==> config.mk <==
export PLATFORM = sky130hd
export DESIGN_NAME = kinase_valve_sequencer
export DESIGN_NICKNAME = d
export VERILOG_FILES = /design/src/rtl/kinase_valve_sequencer.sv
export SDC_FILE = /design/constraint.sdc
export NUM_CORES = 1
export LEC_CHECK = 0
export CAP_MARGIN = 30
export CORE_MARGIN = 4
export CORE_UTILIZATION = 45
export CTS_CLUSTER_SIZE = 8
export DETAILED_ROUTE_END_ITERATION = 7
export HOLD_SLACK_MARGIN = 0.05
export MAX_ROUTING_LAYER = met4
export PLACE_DENSITY = 0.7
export SYNTH_ARGS = -nofsm -noshare
export SYNTH_HDL_FRONTEND = slang
export SYNTH_SLANG_ARGS = --single-unit
==> constraint.sdc <==
create_clock -name clk -period 6.7 [get_ports clk]
set_clock_uncertainty 0.1 [all_clocks]
set_input_delay 1.34 -clock clk [delete_from_list [all_inputs] [get_ports clk]]
set_output_delay 1.34 -clock clk [all_outputs]
set_load 0.1 [all_outputs]
==> src/rtl/kinase_valve_sequencer.sv <==
// Valve sequencer for a two-lane microfluidic kinase chip: LOAD -> MIX -> FLUSH.
// Optional sieve drive is enabled by defining KVS_SIEVE_EN.
module kinase_valve_sequencer #(
  parameter int unsigned DIV_W = 16,
  parameter int unsigned STK_W = 8
) (
  input  logic             clk,
  input  logic             rst_n,
  input  logic             start,
  input  logic             abort,
  input  logic             lane_b,
  input  logic [DIV_W-1:0] step_div,
  input  logic [STK_W-1:0] load_stk,
  input  logic [STK_W-1:0] mix_stk,
  input  logic [STK_W-1:0] flush_stk,
  output logic             busy,
  output logic             done,
  output logic [12:0]      c_valve,
  output logic [3:0]       s_valve,
  output logic [4:0]       p_valve
);

  localparam int unsigned PH_W = 3;
  localparam int unsigned CV_W = 13;
  localparam int unsigned PV_W = 5;

  typedef enum logic [1:0] {
    S_IDLE  = 2'd0,
    S_LOAD  = 2'd1,
    S_MIX   = 2'd2,
    S_FLUSH = 2'd3
  } state_e;

  state_e            state_q, state_d;
  logic              lane_q, lane_d;
  logic [DIV_W-1:0]  div_q, div_d;
  logic [STK_W-1:0]  load_q, load_d;
  logic [STK_W-1:0]  mix_q, mix_d;
  logic [STK_W-1:0]  flush_q, flush_d;
  logic              first_q, first_d;
  logic [DIV_W-1:0]  div_cnt_q, div_cnt_d;
  logic [PH_W-1:0]   ph_q, ph_d;
  logic [STK_W-1:0]  stk_cnt_q, stk_cnt_d;
  logic              busy_q, busy_d;
  logic              done_q, done_d;
  logic [CV_W-1:0]   c_valve_q, c_valve_d;
  logic [PV_W-1:0]   p_valve_q, p_valve_d;

  logic [STK_W-1:0]  cur_stk;
  logic [STK_W-1:0]  nxt_stk;
  logic              run;
  logic              tick;

  function automatic logic [PH_W-1:0] ph_pat(input logic [PH_W-1:0] idx);
    case (idx)
      3'd0:    ph_pat = 3'b110;
      3'd1:    ph_pat = 3'b100;
      3'd2:    ph_pat = 3'b101;
      3'd3:    ph_pat = 3'b001;
      3'd4:    ph_pat = 3'b011;
      3'd5:    ph_pat = 3'b010;
      default: ph_pat = 3'b111;
    endcase
  endfunction

  function automatic logic [STK_W-1:0] phase_stk(input state_e s, input logic [STK_W-1:0] l,
                                                 input logic [STK_W-1:0] m,
                                                 input logic [STK_W-1:0] f);
    case (s)
      S_LOAD:  phase_stk = l;
      S_MIX:   phase_stk = m;
      S_FLUSH: phase_stk = f;
      default: phase_stk = '0;
    endcase
  endfunction

  function automatic state_e next_phase(input state_e s);
    case (s)
      S_LOAD:  next_phase = S_MIX;
      S_MIX:   next_phase = S_FLUSH;
      default: next_phase = S_IDLE;
    endcase
  endfunction

  // Sequencing, step divider and output decode.
  always_comb begin
    state_d   = state_q;
    lane_d    = lane_q;
    div_d     = div_q;
    load_d    = load_q;
    mix_d     = mix_q;
    flush_d   = flush_q;
    first_d   = 1'b0;
    div_cnt_d = div_cnt_q;
    ph_d      = ph_q;
    stk_cnt_d = stk_cnt_q;
    done_d    = 1'b0;

    cur_stk = phase_stk(state_q, load_q, mix_q, flush_q);
    // The first run cycle primes the divider, so it never ticks.
    run     = (state_q != S_IDLE) && !first_q && (cur_stk != '0);
    tick    = run && (div_cnt_q == div_q);

    if (state_q == S_IDLE) begin
      if (start && !abort) begin
        state_d   = S_LOAD;
        lane_d    = lane_b;
        div_d     = step_div;
        load_d    = load_stk;
        mix_d     = mix_stk;
        flush_d   = flush_stk;
        first_d   = 1'b1;
        div_cnt_d = '0;
        ph_d      = '0;
        stk_cnt_d = '0;
      end
    end else if (abort) begin
      state_d   = S_IDLE;
      div_cnt_d = '0;
      ph_d      = '0;
      stk_cnt_d = '0;
    end else if (cur_stk == '0 ||
                 (tick && ph_q == 3'd5 && (stk_cnt_q + STK_W'(1)) == cur_stk)) begin
      state_d   = next_phase(state_q);
      done_d    = (state_q == S_FLUSH);
      div_cnt_d = '0;
      ph_d      = '0;
      stk_cnt_d = '0;
    end else if (tick) begin
      div_cnt_d = '0;
      if (ph_q == 3'd5) begin
        ph_d      = '0;
        stk_cnt_d = stk_cnt_q + STK_W'(1);
      end else begin
        ph_d = ph_q + PH_W'(1);
      end
    end else if (run) begin
      div_cnt_d = div_cnt_q + DIV_W'(1);
    end

    nxt_stk   = phase_stk(state_d, load_d, mix_d, flush_d);
    busy_d    = (state_d != S_IDLE);
    c_valve_d = '1;
    p_valve_d = '1;
    case (state_d)
      S_LOAD: begin
        if (lane_d) c_valve_d[5:3] = 3'b000;
        else        c_valve_d[2:0] = 3'b000;
      end
      S_MIX:   c_valve_d[12:8] = 5'b00000;
      S_FLUSH: begin
        if (lane_d) c_valve_d[7] = 1'b0;
        else        c_valve_d[6] = 1'b0;
      end
      default: ;
    endcase
    if (state_d != S_IDLE) begin
      p_valve_d[3] = lane_d;
      p_valve_d[4] = ~lane_d;
      if (nxt_stk != '0) p_valve_d[2:0] = ph_pat(ph_d);
    end
  end

  always_ff @(posedge clk or negedge rst_n) begin
    if (!rst_n) begin
      state_q   <= S_IDLE;
      lane_q    <= 1'b0;
      div_q     <= '0;
      load_q    <= '0;
      mix_q     <= '0;
      flush_q   <= '0;
      first_q   <= 1'b0;
      div_cnt_q <= '0;
      ph_q      <= '0;
      stk_cnt_q <= '0;
      busy_q    <= 1'b0;
      done_q    <= 1'b0;
      c_valve_q <= '1;
      p_valve_q <= '1;
    end else begin
      state_q   <= state_d;
      lane_q    <= lane_d;
      div_q     <= div_d;
      load_q    <= load_d;
      mix_q     <= mix_d;
      flush_q   <= flush_d;
      first_q   <= first_d;
      div_cnt_q <= div_cnt_d;
      ph_q      <= ph_d;
      stk_cnt_q <= stk_cnt_d;
      busy_q    <= busy_d;
      done_q    <= done_d;
      c_valve_q <= c_valve_d;
      p_valve_q <= p_valve_d;
    end
  end

  assign busy    = busy_q;
  assign done    = done_q;
  assign c_valve = c_valve_q;
  assign p_valve = p_valve_q;

`ifdef KVS_SIEVE_EN
  logic [3:0] s_valve_q, s_valve_d;

  // Sieve engaged while sample is being loaded or mixed.
  always_comb begin
    s_valve_d = 4'b0000;
    if (state_d == S_LOAD || state_d == S_MIX) s_valve_d = 4'b1111;
  end

  always_ff @(posedge clk or negedge rst_n) begin
    if (!rst_n) s_valve_q <= 4'b0000;
    else        s_valve_q <= s_valve_d;
  end

  assign s_valve = s_valve_q;
`else
  assign s_valve = 4'b0000;
`endif

endmodule
==> reports/results.tsv, run 1 <==
stage	metric	value	unit
placed_design	GPL Wtd Cong	0.814	
placed_design	placement-stage cell area	5030	µm²
critical_path	maximum fanout along the worst path	22	
layout	Syn-to-layout area delta	21.7	%
critical_path	CP peak stage delay	0.65	ns
layout	nets	512	
global_route	largest net degree at the start of global routing	50	
placed_design	worst slack, placed	2.29	ns
logic_synthesis	most used flip-flop cell after synthesis	dfrtp_1	
drt	routed vias/inst	5.50	
drt	final wirelength	9.46	mm
placed_design	DP HPWL	6.94	mm
floorplanning	Die Y	106	µm
critical_path	worst r2r path cells	10	
floorplanning	starting density of the core	46.6	%
worst_hold_path	Hold/Removal Path Class	register to register	
timing	Slew @ Worst Pin	1.00	ns
critical_path	worst-path cell chain	ha_1 -> a222oi_1 -> xnor2_1 -> o32a_1 -> o32a_1 -> nor4_4 -> a21o_1 -> o21ai_2 -> or4_1 -> a21oi_1	
timing	fmax	249	MHz
global_route	total gr overflow	0	
critical_path	reg2reg start	state_q[0]	
floorplanning	Die ar.	11300	µm²
logic_synthesis	synth warn	0	
power	PD cells	410	nW/µm²
logic_synthesis	Post-synth EDFFs	0	
drt	initial drt markers	144	
logic_synthesis	synthesized area	4340	µm²
clock_tree	CTS Root Cell	clkbuf_8	
logic_synthesis	top cell type's share of synthesized area	42.1	%
critical_path	critical path endpoint category	register	
floorplanning	core area	9330	µm²
logic_synthesis	Mean Syn Cell Area	10.7	µm²
layout	Reg area	2090	µm²
global_route	GRT Total Usage	18.1	%
clock_tree	Worst-path clk slew	0.08	ns
critical_path	R2R setup slack	2.68	ns
global_route	initial antenna violation count	0	
floorplanning	Die X	106	µm
critical_path	CP endpoint	div_cnt_q[11]	
floorplanning	I/O Pins	69	
critical_path	Worst Setup Start Kind	register	
clock_tree	clock sinks	83	
clock_tree	worst-skew pair later-pin latency	0.36	ns
power	total chip power	2.17	mW
critical_path	cell mode on critical path	o32a_1	
timing	setup_tns	0	ns
timing	Slew Limit Fails	0	
clock_tree	CTS max path bufs	2	
logic_synthesis	Synth area leaders	dfrtp_1 42%, mux2_2 11%, dfstp_2 6.0%, xnor2_1 3.8%, o21ai_0 3.7%	
timing	fin crit period	4.02	ns
layout	post-route cell area	5290	µm²
clock_tree	CTS resizes	0	
layout	layout cell share with drive strength beyond 1	17.2	%
critical_path	CP max-delay cell	a222oi_1	
clock_tree	CTS Buf Count	9	
drt	Post-DRT Antenna Nets	0	
critical_path	CP arrival	4.20	ns
critical_path	WP data required	6.89	ns
floorplanning	# rows	35	
critical_path	CP top delay family	compound AO/OA/AOI/OAI gates	
logic_synthesis	Synth top cells by count	73 x dfrtp_1, 41 x mux2_2, 35 x nand2_1	
critical_path	Worst path depth	10	
critical_path	CP startpoint	state_q[0]	
timing	worst setup margin	2.68	ns
power	Leakage	2.11	nW
critical_path	worst reg2reg path endpoint	div_cnt_q[11]	
global_route	first-pass GRT wire length	15.8	mm
worst_hold_path	WHS Path Cells	1	
timing	RSZ-0062 raised after global routing	false	
drt	Pre-Repair DR Iteration Count	5	
logic_synthesis	Synth area leader	dfrtp_1	
logic_synthesis	sequential area share after synthesis	48.1	%
clock_tree	cts hold-fix bufs	0	
timing	period utilisation layout	60.0	%
critical_path	CP bufs+invs	0	
placed_design	port buffer count	64	
logic_synthesis	ys async rst share	100	%
drt	DR DRC count	0	
logic_synthesis	Netlist cell types	57	
drt	vias	3272	
layout	n_diodes	0	
logic_synthesis	Cells after Synth	405	
clock_tree	CTS tree	built	
power	Peak supply drop	0.000349	V
clock_tree	postcts setup bufs	0	
timing	Final Hold Violating Endpoints	0	
timing	worst slew margin relative to its limit	33.1	%
layout	Multi-input gate area	2070	µm²
global_route	vias in the first global route	3298	
job	max_cap viols	0	
logic_synthesis	cell with the most instances after synthesis	dfrtp_1	
layout	layout filler cell count	809	
drt	WL/cell	15.9	µm
logic_synthesis	post-synthesis register bit count	83	
outcome	status	finished clean	
critical_path	Crit Path Category	register to register	
layout	Util after Layout	56.7	%
timing	final setup fails	0	
clock_tree	H-tree levels	3	
## through the flow
step / cells / hold slack [ns]
global route: 595 / 0.418
CTS: 594 / 0.405
floorplan: 408 / 0.352
global placement: 576 / 0.383
detailed placement: 578 / 0.392
finish: 595 / 0.398
## state kept, by name, indices dropped and copies added (netlist names)
signal and flops:
div_cnt_q 16, div_q 16, flush_q 8, load_q 8
mix_q 8, stk_cnt_q 8, c_valve 5, p_valve 5
ph_q 3, state_q 2, busy 1, done 1
first_q 1, lane_q 1
## area by class of cell
| type | count | area share, % |
|---|---|---|
| Inverter | 11 | 0.781 |
| Tap cell | 129 | 3.05 |
| Clock inverter | 5 | 1.59 |
| Timing Repair Buffer | 67 | 13.1 |
| Sequential cell | 83 | 39.5 |
| Multi-Input combinational cell | 289 | 39.2 |
| Clock buffer | 11 | 2.86 |
## kinds of logic (layout without fill, tap and decap cells)
kind of cell               Yosys count  after routing  share of synthesized area [%]
AOI/OAI and AO/OA                   79             79                           12.4
xor gates and xnor gates            23             23                           4.95
adders and majority gates            6              6                           1.73
buffers and inverters               36             94                           4.55
DFF                                 83             83                           48.1
muxes                               46             46                           12.1
other                                1              4                         0.0863
and+or+nand+nor                    131            131                           16.2
## how the worst min path moves through the flow
stage / slack (ns) / from / endpoint
after floorplan: 0.35 / stk_cnt_q[7] / stk_cnt_q[7]
after global placement: 0.38 / stk_cnt_q[7] / stk_cnt_q[7]
after detailed placement: 0.39 / stk_cnt_q[7] / stk_cnt_q[7]
after CTS: 0.40 / stk_cnt_q[7] / stk_cnt_q[7]
after global routing: 0.42 / stk_cnt_q[7] / stk_cnt_q[7]
final: 0.40 / stk_cnt_q[7] / stk_cnt_q[7]
## cell usage in the layout (no fill, tap or decap), drive strengths merged, types with 6 or more instances in the layout
master         count
dfrtp             73
clkdlybuf4s50     63
mux2              41
nand2             35
o21ai             33
nor2              22
xnor2             19
nand2b            15
inv               12
clkbuf            11
dfstp             10
nor4              10
a222oi             8
nand3              8
a21oi              7
and3               6
o31ai              6
ha                 6
nor3               6
## power breakdown
group / switching, mW / total (mW) / internal [mW] / leakage [nW]
Combinational: 0.619 / 0.983 / 0.364 / 0.966
Sequential: 0.104 / 0.767 / 0.662 / 1.03
Clock: 0.185 / 0.416 / 0.232 / 0.112
## routing by layer
metal  global-route usage [%]  wire [µm]
met2                     26.4       4420
met1                     24.8       4400
met4                     7.40        204
met3                     3.46        439
met5                        -          0
No activity file was read; power rests on OpenSTA's default activity.
==> run 2, diff against run 1 <==
Settings changed: PLACE_DENSITY 0.7 to 0.73.
Clock period 6.7 ns to 3.5 ns, I/O delays scaled along.
==> reports/results.tsv, run 2 (same netlist as run 1, synthesis figures left out) <==
stage	metric	value	unit	change
outcome	status	finished clean		
clock_tree	Worst-path clk slew	0.09	ns	about the same
drt	Pre-Repair DR Iteration Count	5		unchanged
timing	period utilisation layout	93.6	%	+34 points
drt	final wirelength	9.63	mm	+1.8%
power	PD cells	790	nW/µm²	+93%
layout	Util after Layout	57.0	%	+0.27 points
timing	setup_tns	0	ns	unchanged
clock_tree	CTS Root Cell	clkbuf_8		
power	Leakage	2.14	nW	+1.6%
drt	initial drt markers	253		+76%
power	Peak supply drop	0.000810	V	+130%
layout	most frequent cells in the layout	73 x dfrtp_1, 44 x clkdlybuf4s50_1, 41 x mux2_2		
critical_path	WP data required	3.68	ns	-3.21 ns
layout	layout cell share with drive strength beyond 1	24.2	%	+7.0 points
floorplanning	Die Y	106	µm	unchanged
timing	worst slew margin relative to its limit	35.5	%	+2.4 points
timing	Slew Limit Fails	0		unchanged
global_route	GRT Total Usage	18.3	%	+0.25 points
timing	Final Hold Violating Endpoints	0		unchanged
critical_path	reg2reg start	state_q[1]		
clock_tree	CTS Buf Count	9		unchanged
global_route	initial antenna violation count	0		unchanged
global_route	vias in the first global route	3298		unchanged
drt	routed vias/inst	5.44		-1.0%
critical_path	CP bufs+invs	3		+3
timing	fin crit period	3.28	ns	-0.741 ns
critical_path	Crit Path Category	register to register		
critical_path	CP max-delay cell	or4_1		
timing	final setup fails	0		unchanged
layout	Largest regs	div_cnt_q (16), div_q (16)		
power	total chip power	4.20	mW	+94%
global_route	largest net degree at the start of global routing	46		-8.0%
placed_design	port buffer count	64		unchanged
drt	met3 wire length	425	µm	-3.2%
floorplanning	I/O Pins	69		unchanged
placed_design	DP HPWL	7.19	mm	+3.7%
layout	nets	526		+2.7%
timing	RSZ-0062 raised after global routing	true		
placed_design	GPL Wtd Cong	0.871		+7.0%
global_route	first-pass GRT wire length	16.1	mm	+1.5%
floorplanning	Die ar.	11300	µm²	unchanged
floorplanning	starting density of the core	46.6	%	unchanged
clock_tree	CTS tree	built		
critical_path	CP startpoint	state_q[1]		
layout	Syn-to-layout area delta	22.3	%	
clock_tree	H-tree levels	3		unchanged
layout	commonest non-fill, non-tap cell in the layout	dfrtp_1		
drt	vias	3315		+1.3%
drt	met2 routed WL	4.46	mm	+1.0%
timing	fmax	305	MHz	+23%
placed_design	placement-stage cell area	5090	µm²	+1.0%
layout	n_diodes	0		unchanged
critical_path	critical path endpoint category	register		
clock_tree	worst-skew pair later-pin latency	0.36	ns	about the same
clock_tree	clock sinks	83		unchanged
critical_path	CP peak stage delay	0.53	ns	-0.12 ns
job	max_cap viols	0		unchanged
layout	layout filler cell count	799		-1.2%
clock_tree	CTS max path bufs	2		unchanged
timing	worst setup margin	0.224	ns	-2.46 ns
drt	WL/cell	15.8	µm	-0.55%
floorplanning	core area	9330	µm²	unchanged
drt	Post-DRT Antenna Nets	0		unchanged
timing	Slew @ Worst Pin	0.964	ns	-0.0364 ns
critical_path	worst-path cell chain	inv_1 -> ha_2 -> a222oi_1 -> buf_4 -> a21oi_1 -> nor3b_1 -> a211oi_1 -> buf_4 -> nor4_4 -> a21o_1 -> o21ai_4 -> or4_1 -> a21oi_1		
global_route	total gr overflow	0		unchanged
floorplanning	Die X	106	µm	unchanged
floorplanning	# rows	35		unchanged
drt	met1 wire length	4.59	mm	+4.5%
placed_design	worst slack, placed	0.0723	ns	-2.22 ns
clock_tree	cts hold-fix bufs	0		unchanged
critical_path	CP arrival	3.46	ns	-0.74 ns
drt	DR DRC count	0		unchanged
critical_path	maximum fanout along the worst path	12		-45%
drt	highest metal used	met4		
critical_path	CP top delay family	simple AND/OR/NAND/NOR gates		
layout	post-route cell area	5310	µm²	+0.47%
worst_hold_path	Hold/Removal Path Class	primary input to async pin		
critical_path	Worst Setup Start Kind	register		
## run 2: worst register-to-register path: stages (launching register included)
cell and delay [ns]:
dfrtp_1 0.38, inv_1 0.09, ha_2 0.23, a222oi_1 0.41, buf_4 0.20, a21oi_1 0.06, nor3b_1 0.20, a211oi_1 0.06
buf_4 0.16, nor4_4 0.32, a21o_1 0.22, o21ai_4 0.11, or4_1 0.53, a21oi_1 0.15
## run 2: metal layers
| metal | vias to the layer above | global-route usage, % |
|---|---|---|
| li1 | 1583 | - |
| met1 | 1637 | 26.0 |
| met2 | 86 | 26.6 |
| met3 | 9 | 3.10 |
| met4 | 0 | 6.66 |
| met5 | - | - |
## run 2: what timing repair did
item / 4_1_cts / 5_1_grt
setup endpoints to repair: 0 / 18
setup buffers: 0 / 1
resized for setup: 0 / 7
## run 2: final timing paths
| path | endpoint | slack, ns | depth (start not counted) |
|---|---|---|---|
| max reg2reg | div_cnt_q[11] | 0.22 | 13 |
| max in group asynchronous | c_valve[2] | 2.42 | 2 |
| max | div_cnt_q[11] | 0.22 | 13 |
| min reg2reg | stk_cnt_q[7] | 0.42 | 1 |
| min in group clk | stk_cnt_q[7] | 0.42 | 1 |
| min | div_q[3] | 0.20 | 1 |
## run 2: through the flow
stage          hold slack (ns)  std cells
6_report                 0.204        609
3_5_place_dp             0.394        592
4_1_cts                  0.216        608
5_1_grt                  0.238        609
2_1_floorplan            0.304        408
3_3_place_gp             0.376        591
## run 2: layout make-up
class                           instances  area, µm²  share of cell area, %
Multi-Input combinational cell        289       2090                   39.3
Tap cell                              129        161                   3.04
Timing Repair Buffer                   81        731                   13.8
Clock buffer                           11        141                   2.66
Clock inverter                          5       61.3                   1.15
Sequential cell                        83       2090                   39.3
Inverter                               11       41.3                  0.777
## run 2: power by group
group	switching, mW	leakage (nW)	internal [mW]
clock	0.361	0.0922	0.352
combinational	1.21	1.02	0.802
sequential	0.203	1.03	1.27
==> run 3, diff against run 2 <==
Settings changed: SETUP_SLACK_MARGIN set to 0.05.
==> results of run 3 <==
Same layout as run 2: the final DEF is identical, and so are final timing and power.
